## src/rtl/trap_ctrl.sv

```systemverilog
// trap_ctrl: machine-mode trap sequencer sitting in front of the CSR file.
//
// Takes a synchronous exception, the external interrupt or an mret at the
// commit stage. It strobes the CSR block with trap/trap_src/trap_pc, picks up
// the new fetch PC from mtvec or mepc, and issues one redirect with flush/stall.
// This block holds the only copy of mstatus.MIE and mstatus.MPIE.
//
// Ports
//   clk, rst_n                 clock, async active-low reset
//   commit_valid/commit_pc     instruction at commit and its PC
//   exc_valid/exc_code         synchronous exception raised by that instruction
//   irq_pending                level-sensitive external interrupt
//   mret_valid                 commit instruction is mret
//   mstatus_we/mstatus_wdata   CSR write to mstatus (only bits 7 and 3 kept)
//   mtvec_rdata/mepc_rdata     read data from the CSR block
//   trap/trap_src/trap_pc      one-cycle trap strobe, {irq, code}, and the PC for mepc
//   mstatus_rdata              {24'b0, mpie, 3'b0, mie, 3'b0}
//   flush/stall                pipeline control
//   redirect_valid/_pc/_ready  fetch redirect handshake
module trap_ctrl #(
  parameter logic [3:0] IRQ_CODE  = 4'd11,
  parameter logic       RESET_MIE = 1'b0
) (
  input  logic        clk,
  input  logic        rst_n,
  input  logic        commit_valid,
  input  logic [31:0] commit_pc,
  input  logic        exc_valid,
  input  logic [3:0]  exc_code,
  input  logic        irq_pending,
  input  logic        mret_valid,
  input  logic        mstatus_we,
  input  logic [31:0] mstatus_wdata,
  input  logic [31:0] mtvec_rdata,
  input  logic [31:0] mepc_rdata,
  output logic        trap,
  output logic [4:0]  trap_src,
  output logic [31:0] trap_pc,
  output logic [31:0] mstatus_rdata,
  output logic        flush,
  output logic        stall,
  output logic        redirect_valid,
  output logic [31:0] redirect_pc,
  input  logic        redirect_ready
);

  localparam logic [1:0] S_IDLE     = 2'd0;
  localparam logic [1:0] S_TRAP     = 2'd1;
  localparam logic [1:0] S_RET      = 2'd2;
  localparam logic [1:0] S_REDIRECT = 2'd3;

  logic [1:0]  state_q, state_d;
  logic [4:0]  trap_src_q, trap_src_d;
  logic [31:0] trap_pc_q, trap_pc_d;
  logic [31:0] redirect_pc_q, redirect_pc_d;
  logic        mie_q, mie_d;
  logic        mpie_q, mpie_d;

  // Bits of the CSR buses that are dropped on purpose.
  logic unused_bits;
  assign unused_bits = ^{mstatus_wdata[31:8], mstatus_wdata[6:4], mstatus_wdata[2:0],
                         mtvec_rdata[1:0], mepc_rdata[1:0]};

  always_comb begin
    state_d       = state_q;
    trap_src_d    = trap_src_q;
    trap_pc_d     = trap_pc_q;
    redirect_pc_d = redirect_pc_q;
    mie_d         = mie_q;
    mpie_d        = mpie_q;
    case (state_q)
      S_IDLE: begin
        // The interrupt is gated by the registered MIE. An mstatus write that
        // sets MIE only takes effect for irq on the next cycle.
        if (commit_valid && exc_valid) begin
          trap_src_d = {1'b0, exc_code};
          trap_pc_d  = commit_pc;
          state_d    = S_TRAP;
        end else if (commit_valid && irq_pending && mie_q) begin
          trap_src_d = {1'b1, IRQ_CODE};
          trap_pc_d  = commit_pc;
          state_d    = S_TRAP;
        end else if (commit_valid && mret_valid) begin
          state_d = S_RET;
        end else if (mstatus_we) begin
          mie_d  = mstatus_wdata[3];
          mpie_d = mstatus_wdata[7];
        end
      end
      S_TRAP: begin
        mpie_d        = mie_q;
        mie_d         = 1'b0;
        redirect_pc_d = {mtvec_rdata[31:2], 2'b00};
        state_d       = S_REDIRECT;
      end
      S_RET: begin
        mie_d         = mpie_q;
        mpie_d        = 1'b1;
        redirect_pc_d = {mepc_rdata[31:2], 2'b00};
        state_d       = S_REDIRECT;
      end
      S_REDIRECT: begin
        if (redirect_ready) state_d = S_IDLE;
      end
      default: state_d = S_IDLE;
    endcase
  end

  always_ff @(posedge clk or negedge rst_n) begin
    if (!rst_n) begin
      state_q       <= S_IDLE;
      trap_src_q    <= '0;
      trap_pc_q     <= '0;
      redirect_pc_q <= '0;
      mie_q         <= RESET_MIE;
      mpie_q        <= 1'b0;
    end else begin
      state_q       <= state_d;
      trap_src_q    <= trap_src_d;
      trap_pc_q     <= trap_pc_d;
      redirect_pc_q <= redirect_pc_d;
      mie_q         <= mie_d;
      mpie_q        <= mpie_d;
    end
  end

  // All control outputs are decoded from registered state, so they are glitch-free.
  assign trap           = (state_q == S_TRAP);
  assign flush          = (state_q == S_TRAP) || (state_q == S_RET);
  assign stall          = (state_q != S_IDLE);
  assign redirect_valid = (state_q == S_REDIRECT);
  assign redirect_pc    = redirect_pc_q;
  assign trap_src       = trap_src_q;
  assign trap_pc        = trap_pc_q;
  assign mstatus_rdata  = {24'b0, mpie_q, 3'b0, mie_q, 3'b0};

endmodule

```

## config.mk

```make
export PLATFORM = sky130hd
export DESIGN_NAME = trap_ctrl
export DESIGN_NICKNAME = d
export VERILOG_FILES = /design/src/rtl/trap_ctrl.sv
export SDC_FILE = /design/constraint.sdc
export NUM_CORES = 1
export LEC_CHECK = 0
export CAP_MARGIN = 40
export CORE_ASPECT_RATIO = 1.1
export CORE_MARGIN = 2
export CORE_UTILIZATION = 35
export CTS_CLUSTER_DIAMETER = 40
export DETAILED_ROUTE_END_ITERATION = 10
export MAX_ROUTING_LAYER = met4
export PLACE_DENSITY = 0.79
export SYNTH_ARGS = -nofsm -noshare
export SYNTH_HDL_FRONTEND = slang
export SYNTH_SLANG_ARGS = --single-unit
```

## constraint.sdc

```tcl
create_clock -name clk -period 2 [get_ports clk]
set_clock_uncertainty 0.1 [all_clocks]
set_input_delay 0.5 -clock clk [delete_from_list [all_inputs] [get_ports clk]]
set_output_delay 0.5 -clock clk [all_outputs]
set_load 0.02 [all_outputs]
```

# Word-level counts from Yosys, hierarchy flattened
# Cells that the tools add are included.
totals:
  regBits: 73
  in_bits: 140
  output_inout_bits: 105
op_classes:
  n_eq_ne: 9
  muxes: 20
  n_reduce_logical: 14
op_table:
  columns: ["operator", "count"]
  rows:
  - ["32-bit two-way mux", 2]
  - ["32-bit one-hot mux with 2 select lines", 1]
  - ["5-bit two-way mux", 2]
  - ["1-bit two-way mux", 8]
  - ["2-bit two-way mux", 4]
  - ["2-bit != test (second input constant)", 4]
  - ["1-bit one-hot mux with 3 select lines", 2]
  - ["2-bit one-hot mux with 3 select lines", 1]
  - ["2-bit nonzero test", 3]
  - ["5-bit AND reduction", 1]
  - ["2-bit == test (second input constant)", 2]
  - ["1-bit logical AND", 4]
  - ["4-bit != test (second input constant)", 1]
  - ["2-bit AND reduction", 2]
  - ["3-bit nonzero test", 1]
  - ["2-bit by 1-bit == test with 1-bit output (second input constant)", 1]
  - ["2-bit logical NOT", 1]
  - ["2-bit by 1-bit != test with 1-bit output (second input constant)", 1]
  - ["2-bit OR reduction", 1]
  - ["1-bit logical OR", 1]

# Longest topological paths before layout
# Gate-level depths: netlist (run 1).
logic_depth:
  depth_word: 5
  ltp_mapped: 6

# Least setup slack after synthesis (run 1)
# Ideal clock, no wire load.
synth_path:
  path_kind: "flip-flop to flip-flop"
  from: "register state_q[0]"
  to: "register redirect_pc_q[10] (netlist: redirect_pc[10])"
  setup_ns: 0.077
  arrival_time_ns: 1.594
  required_ns: 1.823
  setup_slack_ns: 0.228
  stages_incl_launch_ff: 7
  path_cell_list: "dfrtp_1 -> inv_1 -> ha_1 -> clkbuf_1 -> clkbuf_1 -> nor2_1 -> a21oi_1"
synth_between:
  elab_chain_len: 2
  word_cells_on_any_way: 4
  classes_between: "2 x eq/ne; 1 x mux; 1 x reduce/logical"
synth_lines:
  columns: ["item", "line_no", "text"]
  rows:
  - ["start, declared", "52", "logic [1:0] state_q, state_d;"]
  - ["start signal, assigned", "118", "state_q <= state_d;"]
  - ["2-bit == test / 2-bit by 1-bit == test with 1-bit output (equally long branches)", "71", "case (state_q)"]
  - ["32-bit one-hot mux with 2 select lines / 2-bit nonzero test (equally long branches)", null, null]
  - ["end signal, assigned", "121", "redirect_pc_q <= redirect_pc_d;"]
  - ["end, declared", "55", "logic [31:0] redirect_pc_q, redirect_pc_d;"]
# Parallel ways exist; a longest one is shown, timed or not. The select of a mux whose other input is x is not followed.
# A chain may end at the register's enable or synchronous reset.

# Worst setup path after layout (run 1)
layout_path:
  from: "register state_q[1]"
  to: "output port stall"
layout_between:
  elab_chain_len: 1
layout_lines:
  columns: ["item", "line_no", "text"]
  rows:
  - ["2-bit nonzero test", "130", "assign stall = (state_q != S_IDLE);"]
  - ["end, declared", "41", "output logic stall,"]
# Every way passes these cells.

==> results.yml, run 1 <==
clock_tree:
  clkTransAtPathRegs_ns: 0.07
  cts_buffer_depth: 2
  cts.sinks: 71
  clock_latency_ns: 0.34
  postCtsSetupRepairBufs: 0
  cts_tree: "done"
  cts_htree_levels: 3
  cts-buffers-inserted: 9
  root_buffer: "clkbuf_8"
final_layout:
  final_common_cell: "clkdlybuf4s50_1"
  nets: 614
  antenna_cells: 0
  final_cell_mix: "clkdlybuf4s50_1, dfrtp_1, nor2_1, a21oi_1, conb_1"
  fin_area_um2: 5416
  syn2layout_area_growth_pct: 61.23
  final_util_pct: 57.92
  layout.cells.non_filler: 592
  layout-drive-gt1-share_pct: 10.11
flow_run:
  drv_cap: 0
die:
  die_area_um2: 10400
  core_area_um2: 9351
  io_pins: 245
  die_x_um: 97.41
  initial_core_util_pct: 35.92
  num_rows: 37
  die_h_um: 106.8
routing:
  first_pass_iters: 4
  first_iter_violations: 100
  route.detailed.drc: 0
  vias_per_cell: 4.470
  vias: 2646
  wl_per_cell_um: 14.00
  routed_wl_mm: 8.290
  antenna_left: 0
synth:
  ys_async_sr_fraction_pct: 100.0
  synth_compound_area_share_pct: 8.119
  yosysWarnings: 0
  synth_area_um2: 3359
  synth_top_family_by_area: "multiplexers"
  synthAdderAreaFrac_pct: 1.490
  ys_seq_area_share_pct: 52.89
  synth.distinct_cells: 31
  avgSynthCellArea_um2: 11.91
  muxShareOfSynthArea_pct: 21.08
  synth-main-ff-cell: "dfrtp_1"
  synth_seq_cells: 71
  synthCells: 282
  synth_edf_count: 0
  synthSimpleGateAreaFrac_pct: 5.810
  synth_xor_area_share_pct: 0
placed_design:
  dp_cells: 575
  dp_hpwl_mm: 6.560
  place_congestion: 0.7541
  placed_area_um2: 5223
  port_buffers: 178
global_routing:
  grt_max_degree: 44
  antenna_found_initial: 0
  grt_pass1_wl_mm: 13.11
  grt_usage_pct: 16.49
  grt_overflow: 0
  grt_pass1_vias: 2742
timing:
  tns_ns: 0
  timing.hold.ws_ns: 0.3865
  drv_slew: 0
  finalCriticalPeriod_ns: 1.935
  hold_viol: 0
  timing.final.crit_share_pct: 96.74
  rsz0062_at_grt: "no"
  setup_viol: 0
  fmax_ghz: 0.5168
setup_path:
  crit_required_ns: 1.40
  cp-start-kind: "flip-flop"
  cp-end-kind: "output port"
  rr_worst_depth: 6
  critPathKind: "reg -> out"
  cp.arrival_ns: 1.33
  path_max_fanout: 3
power_and_ir_drop:
  p_leak_nw: 2.328
  ir_drop_v: 0.0008744
  powerDensity_nw_per_um2: 1622
run_status:
  status: "finished, final reports clean"
hold_path:
  hold_depth: 1
  holdCritPathClass: "reg -> reg"
==> through the flow <==
| step | total power, mW | setup slack [ns] |
|---|---|---|
| 6_report | 8.786 | 0.06513 |
| 5_1_grt | 9.395 | 0.003394 |
| 4_1_cts | 8.918 | 0.01419 |
| 3_5_place_dp | 7.777 | -0.07882 |
| 3_3_place_gp | 7.637 | -0.05603 |
| 2_1_floorplan | 5.530 | 0.2283 |
==> worst max-delay path, stage by stage, from the launching register on <==
cell and delay, ns:
dfrtp_1 0.38, inv_1 0.10, ha_2 0.20, inv_2 0.05
clkdlybuf4s15_2 0.26
==> path summary, 6_finish.rpt <==
check                            from        endpoint  slack [ns]
max                        state_q[1]           stall        0.07
min                        trap_pc[4]      trap_pc[4]        0.39
max reg2reg                state_q[1]           mie_q        0.17
min reg2reg                trap_pc[4]      trap_pc[4]        0.39
max in group asynchronous       rst_n     trap_src[0]        0.72
min in group asynchronous       rst_n  redirect_pc[2]        0.52
==> kinds of logic (layout without fill, tap and decap cells) <==
family / after synthesis / in the layout
compound gates: 45 / 45
fa+ha+maj: 4 / 4
buf+inv: 53 / 215
flops: 71 / 71
mux: 66 / 66
other cells: 1 / 32
simple gates: 42 / 42
==> metal layers <==
metal  global-route usage, %  routed length (µm)  vias to the layer above
li1                        -                   -                     1280
met1                   17.33                3123                     1229
met2                   27.64                4253                      121
met3                   5.802                 705                       16
met4                   8.333                 207                        0
met5                       -                   0                        -
==> flip-flops by register name, indices dropped and copies added (netlist names) <==
name,flops
mpie_q,1
trap_pc,32
mie_q,1
state_q,2
redirect_pc,30
trap_src,5
==> what timing repair did <==
action / in CTS / in global routing
hold buffers: 1 / 0
endpoints found under the setup margin: 4 / 7
gates resized for setup: 13 / 6
pin swaps: 0 / 0
hold endpoints to repair: 28 / 0
==> cells in the mapped netlist, types with 2 or more instances <==
library cell   n  area share [%]
o22a_1         3            0.78
a21oi_1       32             4.8
ha_1           4             1.5
buf_2          3            0.45
nor2_1        32             3.6
buf_1          2            0.22
mux2_1        27             9.1
o21ai_0        4            0.60
nand2b_1       2            0.37
mux2i_1       31             9.2
nand3b_1       2            0.45
clkbuf_1       6            0.67
buf_6          3             1.0
buf_4         34             7.6
mux2_2         7             2.3
dfrtp_1       71              53
nand3_1        2            0.30
inv_1          4            0.45
==> power by group <==
| part | total, mW | switching (mW) | internal (mW) |
|---|---|---|---|
| sequential | 2.54 | 0.353 | 2.19 |
| clock | 1.12 | 0.511 | 0.610 |
| combinational | 5.12 | 2.64 | 2.48 |
==> cell type report <==
class / instances / area (µm²)
sequential: 71 / 1777
fill: 787 / 3935
multi-input combinational: 189 / 1351
clock inverter: 3 / 42.54
inverter: 5 / 18.77
timing repair buffer: 194 / 1932
clock buffer: 13 / 148.9
tap: 117 / 146.4
(Power assumes the default switching activity.)
==> inputs of run 2 (changes only) <==
--- a/config.mk
+++ b/config.mk
@@ -5,14 +5,14 @@
 export SDC_FILE = /design/constraint.sdc
 export NUM_CORES = 1
 export LEC_CHECK = 0
-export CAP_MARGIN = 40
+export CAP_MARGIN = 15
 export CORE_ASPECT_RATIO = 1.1
 export CORE_MARGIN = 2
 export CORE_UTILIZATION = 35
 export CTS_CLUSTER_DIAMETER = 40
 export DETAILED_ROUTE_END_ITERATION = 10
 export MAX_ROUTING_LAYER = met4
-export PLACE_DENSITY = 0.79
+export PLACE_DENSITY_LB_ADDON = 0.12
 export SYNTH_ARGS = -nofsm -noshare
 export SYNTH_HDL_FRONTEND = slang
 export SYNTH_SLANG_ARGS = --single-unit
==> results.yml, run 2 (synthesized netlist as in run 1, its figures left out) <==
run_status:
  status: "finished, final reports clean"
setup_path:
  r2r-start: "state_q[1]"
  timing.rr.end: "mpie_q"
  cp.arrival_ns: 1.34
  crit_required_ns: 1.40
  critPathKind: "reg -> out"
  crit_family: "buffers and inverters"
  cp_num_buf_inv: 1
  cpMaxStageDelayCell: "clkdlybuf4s50_1"
  max_stage_delay_ns: 0.63
  rr_worst_depth: 6
  path_max_fanout: 3
  reg2reg_slack_ns: 0.17
  cp-end-kind: "output port"
  cp-start-kind: "flip-flop"
  critical_path.cell_chain: "clkdlybuf4s50_1"
global_routing:
  grt_max_degree: 36
  grt_usage_pct: 15.97
  grt_overflow: 0
  grt_pass1_wl_mm: 12.90
  grt_pass1_vias: 2752
  antenna_found_initial: 0
power_and_ir_drop:
  power_mw: 8.683
  powerDensity_nw_per_um2: 1606
  ir_drop_v: 0.0007720
  p_leak_nw: 2.323
clock_tree:
  cts_htree_levels: 3
  postCtsSetupRepairBufs: 0
  clkTransAtPathRegs_ns: 0.07
  clock_latency_ns: 0.33
  cts_tree: "done"
  cts-buffers-inserted: 9
  cts.sinks: 71
  cts_buffer_depth: 2
  root_buffer: "clkbuf_8"
timing:
  drv_slew: 0
  tns_ns: 0
  hold_viol: 0
  timing.final.crit_share_pct: 96.84
  setup_viol: 0
  fmax_ghz: 0.5163
  rsz0062_at_grt: "no"
  finalCriticalPeriod_ns: 1.937
flow_run:
  drv_cap: 0
die:
  initial_core_util_pct: 35.92
  io_pins: 245
  num_rows: 37
  die_h_um: 106.8
  die_area_um2: 10400
  die_x_um: 97.41
  core_area_um2: 9351
routing:
  vias_per_cell: 4.459
  antenna_left: 0
  route.detailed.drc: 0
  wl_per_cell_um: 13.50
  vias: 2640
  first_iter_violations: 58
  first_pass_iters: 4
  routed_wl_mm: 7.991
hold_path:
  holdPathEnd: "trap_pc[11]"
  holdCritPathClass: "reg -> reg"
  hold_start: "trap_pc[11]"
  hold_depth: 1
final_layout:
  layout.cells.non_filler: 592
  nets: 616
  largest_register_ffs: 32
  antenna_cells: 0
  final_common_cell: "clkdlybuf4s50_1"
  layout-drive-gt1-share_pct: 10.32
  syn2layout_area_growth_pct: 60.97
  final_cell_mix: "clkdlybuf4s50_1, dfrtp_1, nor2_1, a21oi_1, conb_1"
placed_design:
  port_buffers: 178
  dp_cells: 577
  dp_hpwl_mm: 6.286
  place_congestion: 0.7097
## run 2: changes by cell type in the layout (fill, tap and decap cells not counted), sizes merged
| cell | delta |
|---|---|
| clkdlybuf4s50 | +1 |
| clkdlybuf4s15 | -1 |
| buf | +1 |
| bufinv | -1 |
| clkbuf | +2 |
| dlymetal6s2s | -1 |
| clkinvlp | -1 |
## run 2: cell type report
class	count	area [µm²]
inverters	5	18.77
repair buffers	196	1951
well taps	117	146.4
clock buffers	13	158.9
flip-flops and latches	71	1777
fillers	828	3944
multi-input cells	189	1351
clock inverters	1	5.005
## run 2: layer usage
layer	track usage (%)	up-vias	part of all wire, %
li1	-	1274	-
met1	18.78	1234	41
met2	25.17	122	48
met3	5.802	10	9.4
met4	6.250	0	1.4
met5	-	-	0
## run 2: how the worst max path moves through the flow
stage | from | to | slack (ns) | cells after the start
2_1_floorplan | state_q[0] | redirect_pc[10] | 0.23 | 6
5_1_grt | trap_src[2] | trap_src[2] | 0.02 | 1
6_report | mpie_q | mstatus_rdata[7] | 0.06 | 1
3_3_place_gp | irq_pending | mie_q | -0.06 | 4
4_1_cts | state_q[0] | trap | 0.003 | 3
3_5_place_dp | irq_pending | mpie_q | -0.07 | 4
## run 2: per-stage QoR
stage	utilization [%]	hold slack (ns)	cell area (µm²)	worst slack, ns
6_report	57.83	0.3853	5408	0.06313
5_1_grt	57.83	0.4016	5408	0.01826
4_1_cts	58.03	0.3890	5426	0.003236
3_5_place_dp	56.14	0.2938	5250	-0.06934
3_3_place_gp	56.14	0.2915	5250	-0.05690
2_1_floorplan	-	0.1044	3476	0.2283
## run 2: power by group
| part | leakage, nW | internal (mW) | total [mW] | switching [mW] |
|---|---|---|---|---|
| logic | 1.42 | 2.53 | 5.15 | 2.63 |
| registers | 0.821 | 2.19 | 2.54 | 0.351 |
| clock network | 0.0854 | 0.504 | 0.986 | 0.482 |
| total | 2.32 | 5.22 | 8.68 | 3.46 |
## run 2: repair_timing
item | 4_1_cts | 5_1_grt
setup endpoints to repair | 4 | 6
hold buffers | 1 | 0
resized for setup | 10 | 5
endpoints found under the hold margin | 17 | 0
pin swaps | 0 | 0
==> inputs of run 3 (changes only) <==
--- a/config.mk
+++ b/config.mk
@@ -5,6 +5,7 @@
 export SDC_FILE = /design/constraint.sdc
 export NUM_CORES = 1
 export LEC_CHECK = 0
+export ABC_CLOCK_PERIOD_IN_PS = 2000
 export CAP_MARGIN = 15
 export CORE_ASPECT_RATIO = 1.1
 export CORE_MARGIN = 2
==> results of run 3 <==
No change in the layout: final DEF, timing and power equal those of run 2.
